**src/rtl/jk_pkg.sv**
```systemverilog
// Shared definitions for the JK-flip-flop based modulo counter.
package jk_pkg;

  localparam logic [1:0] JK_HOLD   = 2'b00;
  localparam logic [1:0] JK_UP     = 2'b01;
  localparam logic [1:0] JK_DOWN   = 2'b10;
  localparam logic [1:0] JK_DIRECT = 2'b11;

endpackage

```
**src/rtl/jk_ff_bank.sv**
```systemverilog
// Bank of WIDTH edge-triggered JK flip-flops with synchronous active-high reset.
module jk_ff_bank #(
  parameter int unsigned WIDTH = 4
) (
  input  logic             clk,
  input  logic             rst,
  input  logic [WIDTH-1:0] j,
  input  logic [WIDTH-1:0] k,
  output logic [WIDTH-1:0] q
);

  // Per-bit JK characteristic: 00 hold, 01 clear, 10 set, 11 toggle.
  always_ff @(posedge clk) begin
    if (rst) begin
      q <= '0;
    end else begin
      q <= (j & ~q) | (~k & q);
    end
  end

endmodule

```
**src/rtl/jk_mod_counter.sv**
```systemverilog
// Modulo up/down/direct-JK counter built on a JK flip-flop bank, with
// parallel load, combinational terminal count and a registered wrap pulse.
module jk_mod_counter
  import jk_pkg::*;
#(
  parameter int unsigned WIDTH   = 4,
  parameter int unsigned MODULUS = 2 ** WIDTH
) (
  input  logic             clk,
  input  logic             rst,
  input  logic             en,
  input  logic             load,
  input  logic [WIDTH-1:0] load_val,
  input  logic [1:0]       mode,
  input  logic [WIDTH-1:0] j,
  input  logic [WIDTH-1:0] k,
  output logic [WIDTH-1:0] q,
  output logic             tc,
  output logic             wrap
);

  if ((WIDTH < 1) || (MODULUS < 2) || (MODULUS > (2 ** WIDTH))) begin : g_bad_modulus
    $fatal(1, "jk_mod_counter: MODULUS must satisfy 2 <= MODULUS <= 2**WIDTH");
  end

  localparam logic [WIDTH-1:0] MaxVal = WIDTH'(MODULUS - 1);

  logic [WIDTH-1:0] nxt;
  logic [WIDTH-1:0] jk_res;
  logic [WIDTH-1:0] ff_j;
  logic [WIDTH-1:0] ff_k;
  logic             direct_ok;
  logic             wrap_d;
  logic             wrap_q;

  // Value the bank would reach from the external j/k alone.
  assign jk_res    = (j & ~q) | (~k & q);
  assign direct_ok = en && !load && (mode == JK_DIRECT) && !(jk_res > MaxVal);

  always_comb begin
    nxt    = q;
    wrap_d = 1'b0;
    if (load) begin
      nxt = (load_val > MaxVal) ? MaxVal : load_val;
    end else if (en) begin
      case (mode)
        JK_UP: begin
          if (q == MaxVal) begin
            nxt    = '0;
            wrap_d = 1'b1;
          end else begin
            nxt = q + WIDTH'(1);
          end
        end
        JK_DOWN: begin
          if (q == '0) begin
            nxt    = MaxVal;
            wrap_d = 1'b1;
          end else begin
            nxt = q - WIDTH'(1);
          end
        end
        JK_DIRECT: nxt = (jk_res > MaxVal) ? '0 : jk_res;
        default:   nxt = q;
      endcase
    end
  end

  // In-range direct mode passes j/k straight through; every other path
  // steers the bank to nxt.
  always_comb begin
    if (direct_ok) begin
      ff_j = j;
      ff_k = k;
    end else begin
      ff_j = nxt & ~q;
      ff_k = ~nxt & q;
    end
  end

  jk_ff_bank #(
    .WIDTH(WIDTH)
  ) u_bank (
    .clk(clk),
    .rst(rst),
    .j  (ff_j),
    .k  (ff_k),
    .q  (q)
  );

  always_ff @(posedge clk) begin
    if (rst) begin
      wrap_q <= 1'b0;
    end else begin
      wrap_q <= wrap_d;
    end
  end

  assign wrap = wrap_q;

  assign tc = !rst && en && !load &&
              (((mode == JK_UP) && (q == MaxVal)) || ((mode == JK_DOWN) && (q == '0)));

endmodule

```
**config.mk**
```make
export PLATFORM = sky130hd
export DESIGN_NAME = jk_mod_counter
export DESIGN_NICKNAME = d
export VERILOG_FILES = /design/src/rtl/jk_pkg.sv /design/src/rtl/jk_ff_bank.sv /design/src/rtl/jk_mod_counter.sv
export SDC_FILE = /design/constraint.sdc
export NUM_CORES = 1
export LEC_CHECK = 0
export ABC_AREA = 1
export CORE_MARGIN = 2
export CORE_UTILIZATION = 25
export CTS_CLUSTER_SIZE = 20
export DETAILED_ROUTE_END_ITERATION = 8
export PLACE_DENSITY = 0.47
export SKIP_CTS_REPAIR_TIMING = 1
export SYNTH_ARGS = -nofsm -noshare
export SYNTH_HDL_FRONTEND = slang
export SYNTH_HIERARCHICAL = 1
export SYNTH_SLANG_ARGS = --single-unit
```
**constraint.sdc**
```tcl
create_clock -name clk -period 4.9 [get_ports clk]
set_input_delay 0.98 -clock clk [delete_from_list [all_inputs] [get_ports clk]]
set_output_delay 0.98 -clock clk [all_outputs]
set_load 0.01 [all_outputs]
```
==> metrics.csv, run 1 <==
metric,value,unit
setup_viol,0,
ys_seq_elements,5,
net-switching-power,0.0000879,W
clk_pin_slew_worst_paths,50,ps
grt_max_degree,14,
yosys_most_used_dff,dfxtp_1,
synthArstFlopShare,0,
synthTopCellsByArea,"nand2_1, dfxtp_1, ha_1",
fin_worst_skew,2.50,ps
grt_pass1_wl,3.80,mm
hpwl,1.77,mm
postPlaceCellArea,1030,um^2
end_kind,output pin,
peakVddDrop,0.0992,mV
cts_inserted_buffers,3,
yosys_warnings,6,
nNetsFinal,183,
hold_viol,0,
num_antenna_cells,0,
swShare,0.410,
port_buffers,23,
rr_endpoint,u_bank/q[2],
synth-edff-count,0,
synth_top_area_share,0.222,
synth_top_cells_by_count,"nand2_1, inv_1, nand3_1",
p_seq_frac,0.287,
crit_buf_inv,4,
vias,882,
die-area,3580,um^2
start_util,0.259,
synth_top_area_cell,nand2_1,
routed_via_density,4.62,
fin_tns_setup,0,ps
cts_root_buffer,clkbuf_4,
reg2reg_slack,3020,ps
slowest_delay,560,ps
clock_power_share,0.230,
met2WireLength,1.01,mm
rsz0062_at_grt,no,
min_to,u_bank/q[0],
yosysMostFrequentCell,nand2_1,
synthDistinctLibCells,25,
routed_wl,2.18,mm
cp.arrival,2780,ps
outcome,completed,
finalPower,0.000214,W
worstReg2RegStart,u_bank/q[0],
cp_cell_sequence,"clkdlybuf4s50_1, inv_1, ha_1, inv_1, nor3_2, a21oi_1, nor3_2, clkdlybuf4s50_1",
drive_gt1_frac,0.152,
grt_pass1_vias,838,
relSlewSlack,0.595,
worstSetupPathType,in -> out,
gp_congestion,0.912,
slowest_stage,clkdlybuf4s50_1,
insertion_delay,240,ps
min_period_over_period,0.767,
cts.htree.levels,1,
dieHeight,59.8,um
clock_path_buffers,2,
drc,0,
path_delay_family,buffers and inverters,
whs_path_depth,2,
startpoint_type,primary input,
clock_sinks,5,
synth_seq_area_share,0.129,
worst_pin_slew,607,ps
synthCells,133,
hold_class,reg -> reg,
comb_power_share,0.483,
cts_tree,yes,
globalRouteTotalUtil,0.143,
first_iter_violations,17,
core,3000,um^2
report.final.slew_viol_count,0,
cell_internal_pwr,0.000126,W
ant_nets,0,
topRoutingLayerUsed,met4,
max-cap-violations,0,
min-delay-start,u_bank/q[0],
wl_per_cell,11.4,um
wl_met3,145,um
syn_avg_cell_area,5.85,um^2
area_growth,35.4,%
crit_required,3920,ps
rows,20,
syn_nets,157,
fp.dieW,59.8,um
max_freq,0.266,GHz
min_period,3760,ps
netlist_area,778,um^2
p_per_area,203,nW/um^2
ff2ff_path_depth,12,
first_pass_iters,4,
fin_area,1050,um^2
boundaryPins,24,
grt_overflow_total,0,
m1WireLength,1.02,mm
fillers,353,
antenna_found_initial,0,
p_leak,0.503,nW
cp_max_fo,4,
## worst min-delay path: stages (launching register included)
cell	delay, ps
dfxtp_1	390
nor2_1	150
nor2_2	50
## power groups by stage
| stage | Combinational (W) | Sequential (W) | Clock (W) |
|---|---|---|---|
| after floorplan | 0.0000751 | 0.0000557 | 0 |
| after global placement | 0.000104 | 0.0000623 | 0 |
| after detailed placement | 0.000104 | 0.0000627 | 0 |
| after CTS | 0.000105 | 0.0000618 | 0.0000523 |
| after global routing | 0.000118 | 0.0000633 | 0.0000549 |
| final | 0.000104 | 0.0000616 | 0.0000492 |
## layout make-up
cell class                 count  area (um^2)  area share
tap                           33         41.3      0.0392
timing repair buffer          23          230       0.219
sequential                     5          100      0.0950
clock buffer                   4         26.3      0.0249
inverter                      18         72.6      0.0689
multi-input combinational    108          583       0.553
## how the worst max path moves through the flow
stage | cells after the start | startpoint | endpoint
2_1_floorplan | 6 | mode[0] | tc
3_3_place_gp | 8 | mode[0] | tc
3_5_place_dp | 8 | mode[0] | tc
4_1_cts | 8 | mode[0] | tc
5_1_grt | 8 | mode[0] | tc
6_report | 8 | mode[0] | tc
## per-stage QoR
step                hold slack, ps  worst slack [ps]  utilization  cells
floorplan                      554              2210            -    133
global placement               634              1190        0.342    187
detailed placement             642              1130        0.342    187
CTS                            651              1120        0.351    191
global route                   728               991        0.351    191
finish                         636              1140        0.351    191
## flip-flops by register name (all words and copies together) (netlist names)
signal    flops
u_bank/q      4
wrap          1
## logic make-up (layout without fill, tap and decap cells)
logic type                 count (synthesis)  count (layout)  share of synthesized area
DFF                                        5               5                      0.129
and+or+nand+nor                           84              84                      0.527
adders and majority gates                  6               6                     0.0965
AOI/OAI and AO/OA                         18              18                      0.125
buffers and inverters                     20              45                      0.122
## cells in the final DEF, fill, tap and decap left out, drive strengths merged
master / count
inv: 18
clkbuf: 4
nand2: 50
nor2: 15
dfxtp: 5
o21ai: 9
nand3: 11
nand3b: 1
nor3: 2
clkdlybuf4s50: 23
a21oi: 9
and2: 1
or2: 2
nand4: 2
ha: 6
## layer usage
layer | vias to the layer above | GRT usage
met5 | - | 0
met4 | 0 | 0.0286
met1 | 389 | 0.179
met3 | 2 | 0.0519
li1 | 472 | -
met2 | 19 | 0.234
Power figures use the tool's default switching activity.
==> run 2, diff against run 1 <==
--- a/config.mk
+++ b/config.mk
@@ -10,7 +10,7 @@
 export CORE_UTILIZATION = 25
 export CTS_CLUSTER_SIZE = 20
 export DETAILED_ROUTE_END_ITERATION = 8
-export PLACE_DENSITY = 0.47
+export PLACE_DENSITY = 0.49
 export SKIP_CTS_REPAIR_TIMING = 1
 export SYNTH_ARGS = -nofsm -noshare
 export SYNTH_HDL_FRONTEND = slang
==> constraint.sdc (replaced) <==
create_clock -name clk -period 3.4 [get_ports clk]
set_input_delay 0.68 -clock clk [delete_from_list [all_inputs] [get_ports clk]]
set_output_delay 0.68 -clock clk [all_outputs]
set_load 0.01 [all_outputs]
==> run 2 against run 1 <==
Compared with the run above:
- first-iteration DRC count increased to 2.9 times the previous value
- critical path depth stayed put
- design area is the same
- routed wire length down 4.0%
- largest power group unchanged
==> metrics.csv, run 2 (synthesis results as in run 1) <==
metric,value,unit,change
outcome,completed,,
clock_sinks,5,,unchanged
min-delay-start,u_bank/q[0],,
end_kind,output pin,,
first_pass_iters,4,,unchanged
die-area,3580,um^2,unchanged
clk_pin_slew_worst_paths,40,ps,about the same
slowest_stage,clkdlybuf4s50_1,,
final_cell_mix,"nand2_1, clkdlybuf4s50_1, inv_1",,
ff2ff_path_depth,16,,+4
dieHeight,59.8,um,unchanged
max_freq,0.319,GHz,
net-switching-power,0.000127,W,+44%
swShare,0.410,,about the same
gp_congestion,0.915,,+0.34%
seqCellArea,100,um^2,unchanged
cts_inserted_buffers,3,,unchanged
antenna_found_initial,0,,unchanged
fp.dieW,59.8,um,unchanged
reg2reg_slack,1520,ps,-1500 ps
clock_power_share,0.232,,+0.002
fin_tns_setup,0,ps,unchanged
p_leak,0.503,nW,unchanged
boundaryPins,24,,unchanged
peakVddDrop,0.199,mV,+100%
slowest_delay,560,ps,about the same
cts.htree.levels,1,,unchanged
area_growth,35.4,%,unchanged
p_per_area,293,nW/um^2,+44%
insertion_delay,250,ps,about the same
min_to,u_bank/q[0],,
hold_viol,0,,unchanged
cp_cell_sequence,"clkdlybuf4s50_1, inv_1, ha_1, inv_1, nor3_2, a21oi_1, nor3_2, clkdlybuf4s50_1",,
crit_buf_inv,4,,unchanged
cp.arrival,2460,ps,-320 ps
setup_viol,0,,unchanged
rr_endpoint,u_bank/q[3],,
grt_overflow_total,0,,unchanged
cell_internal_pwr,0.000182,W,+44%
grt_pass1_wl,3.53,mm,-7.3%
ant_nets,0,,unchanged
report.final.slew_viol_count,0,,unchanged
relSlewSlack,0.611,,+0.0164
rows,20,,unchanged
crit_required,2720,ps,-1200 ps
grt_pass1_vias,807,,-3.7%
timing.hold.ws,637,ps,+1.52 ps
largest-register,u_bank/q,,
routed_via_density,4.62,,+0.11%
port_buffers,23,,unchanged
globalRouteTotalUtil,0.130,,-0.0123
p_seq_frac,0.286,,about the same
min_period,3140,ps,
worst_pin_slew,583,ps,-24.6 ps
drive_gt1_frac,0.152,,unchanged
cts_tree,yes,,
rsz0062_at_grt,no,,
clock_path_buffers,2,,unchanged
routed_wl,2.09,mm,-4.0%
first_iter_violations,50,,+33
cts_root_buffer,clkbuf_4,,
grt_max_degree,14,,unchanged
comb_power_share,0.482,,about the same
fin_worst_skew,6.02,ps,+3.52 ps
worstSetupPathType,in -> out,,
wl_per_cell,11.0,um,-4.0%
start_util,0.259,,unchanged
finalPower,0.000309,W,+44%
largest_register_ffs,4,,unchanged
worstReg2RegStart,u_bank/q[1],,
fillers,336,,-4.8%
hpwl,1.72,mm,-2.6%
multiInputGateArea,583,um^2,unchanged
core,3000,um^2,unchanged
cp_max_fo,4,,unchanged
max-cap-violations,0,,unchanged
drc,0,,unchanged
hold_class,reg -> reg,,
path_delay_family,buffers and inverters,,
layout_commonest_cell,nand2_1,,
whs_path_depth,2,,unchanged
startpoint_type,primary input,,
nNetsFinal,183,,unchanged
min_period_over_period,0.923,,
num_antenna_cells,0,,unchanged
vias,883,,+0.11%
## run 2: worst max path at each step
stage                        from  endpoint  cells after the start
after CTS                 mode[0]        tc                      8
final                     mode[0]        tc                      8
after global placement    mode[0]        tc                      8
after detailed placement  mode[0]        tc                      8
after floorplan           mode[0]        tc                      6
after global routing      mode[0]        tc                      8
## run 2: worst reg2reg max path, delay by kind of cell, from the launching register on
kind | cells | cell delay, ps
buf+inv | 1 | 150
flops | 1 | 580
simple gates | 14 | 800
fa+ha+maj | 1 | 250
## run 2: final cells by class
type / count / area share
sequential: 5 / 0.0950
tap: 33 / 0.0392
multi-input combinational: 108 / 0.553
timing repair buffer: 23 / 0.219
clock buffer: 4 / 0.0249
inverter: 18 / 0.0689
## run 2: power groups by stage
stage | logic (W) | clock network [W] | registers [W]
finish | 0.000149 | 0.0000717 | 0.0000883
CTS | 0.000150 | 0.0000743 | 0.0000888
global route | 0.000169 | 0.0000825 | 0.0000912
detailed placement | 0.000149 | 0 | 0.0000901
global placement | 0.000150 | 0 | 0.0000896
floorplan | 0.000108 | 0 | 0.0000802
## run 2: through the flow
stage               cells  setup slack [ps]  cell area [um^2]   util
floorplan             133              1310               778      -
global placement      187               292              1030  0.342
detailed placement    187               250              1030  0.342
CTS                   191               238              1050  0.351
global route          191               129              1050  0.351
finish                191               263              1050  0.351
## run 2: layer usage
metal  global-route usage  wire length (um)  up-vias  part of all wire
met1                0.171               975      380              0.47
met3               0.0519               168        2             0.080
met5                    0                 0        -                 0
li1                     -                 -      472                 -
met2                0.207               938       29              0.45
met4               0.0159                10        0            0.0048
==> run 3, diff against run 2 <==
--- a/config.mk
+++ b/config.mk
@@ -16,3 +16,4 @@
 export SYNTH_HDL_FRONTEND = slang
 export SYNTH_HIERARCHICAL = 1
 export SYNTH_SLANG_ARGS = --single-unit
+export TNS_END_PERCENT = 1
==> results of run 3 <==
Same layout as run 2: the final DEF is identical, and so are final timing and power.
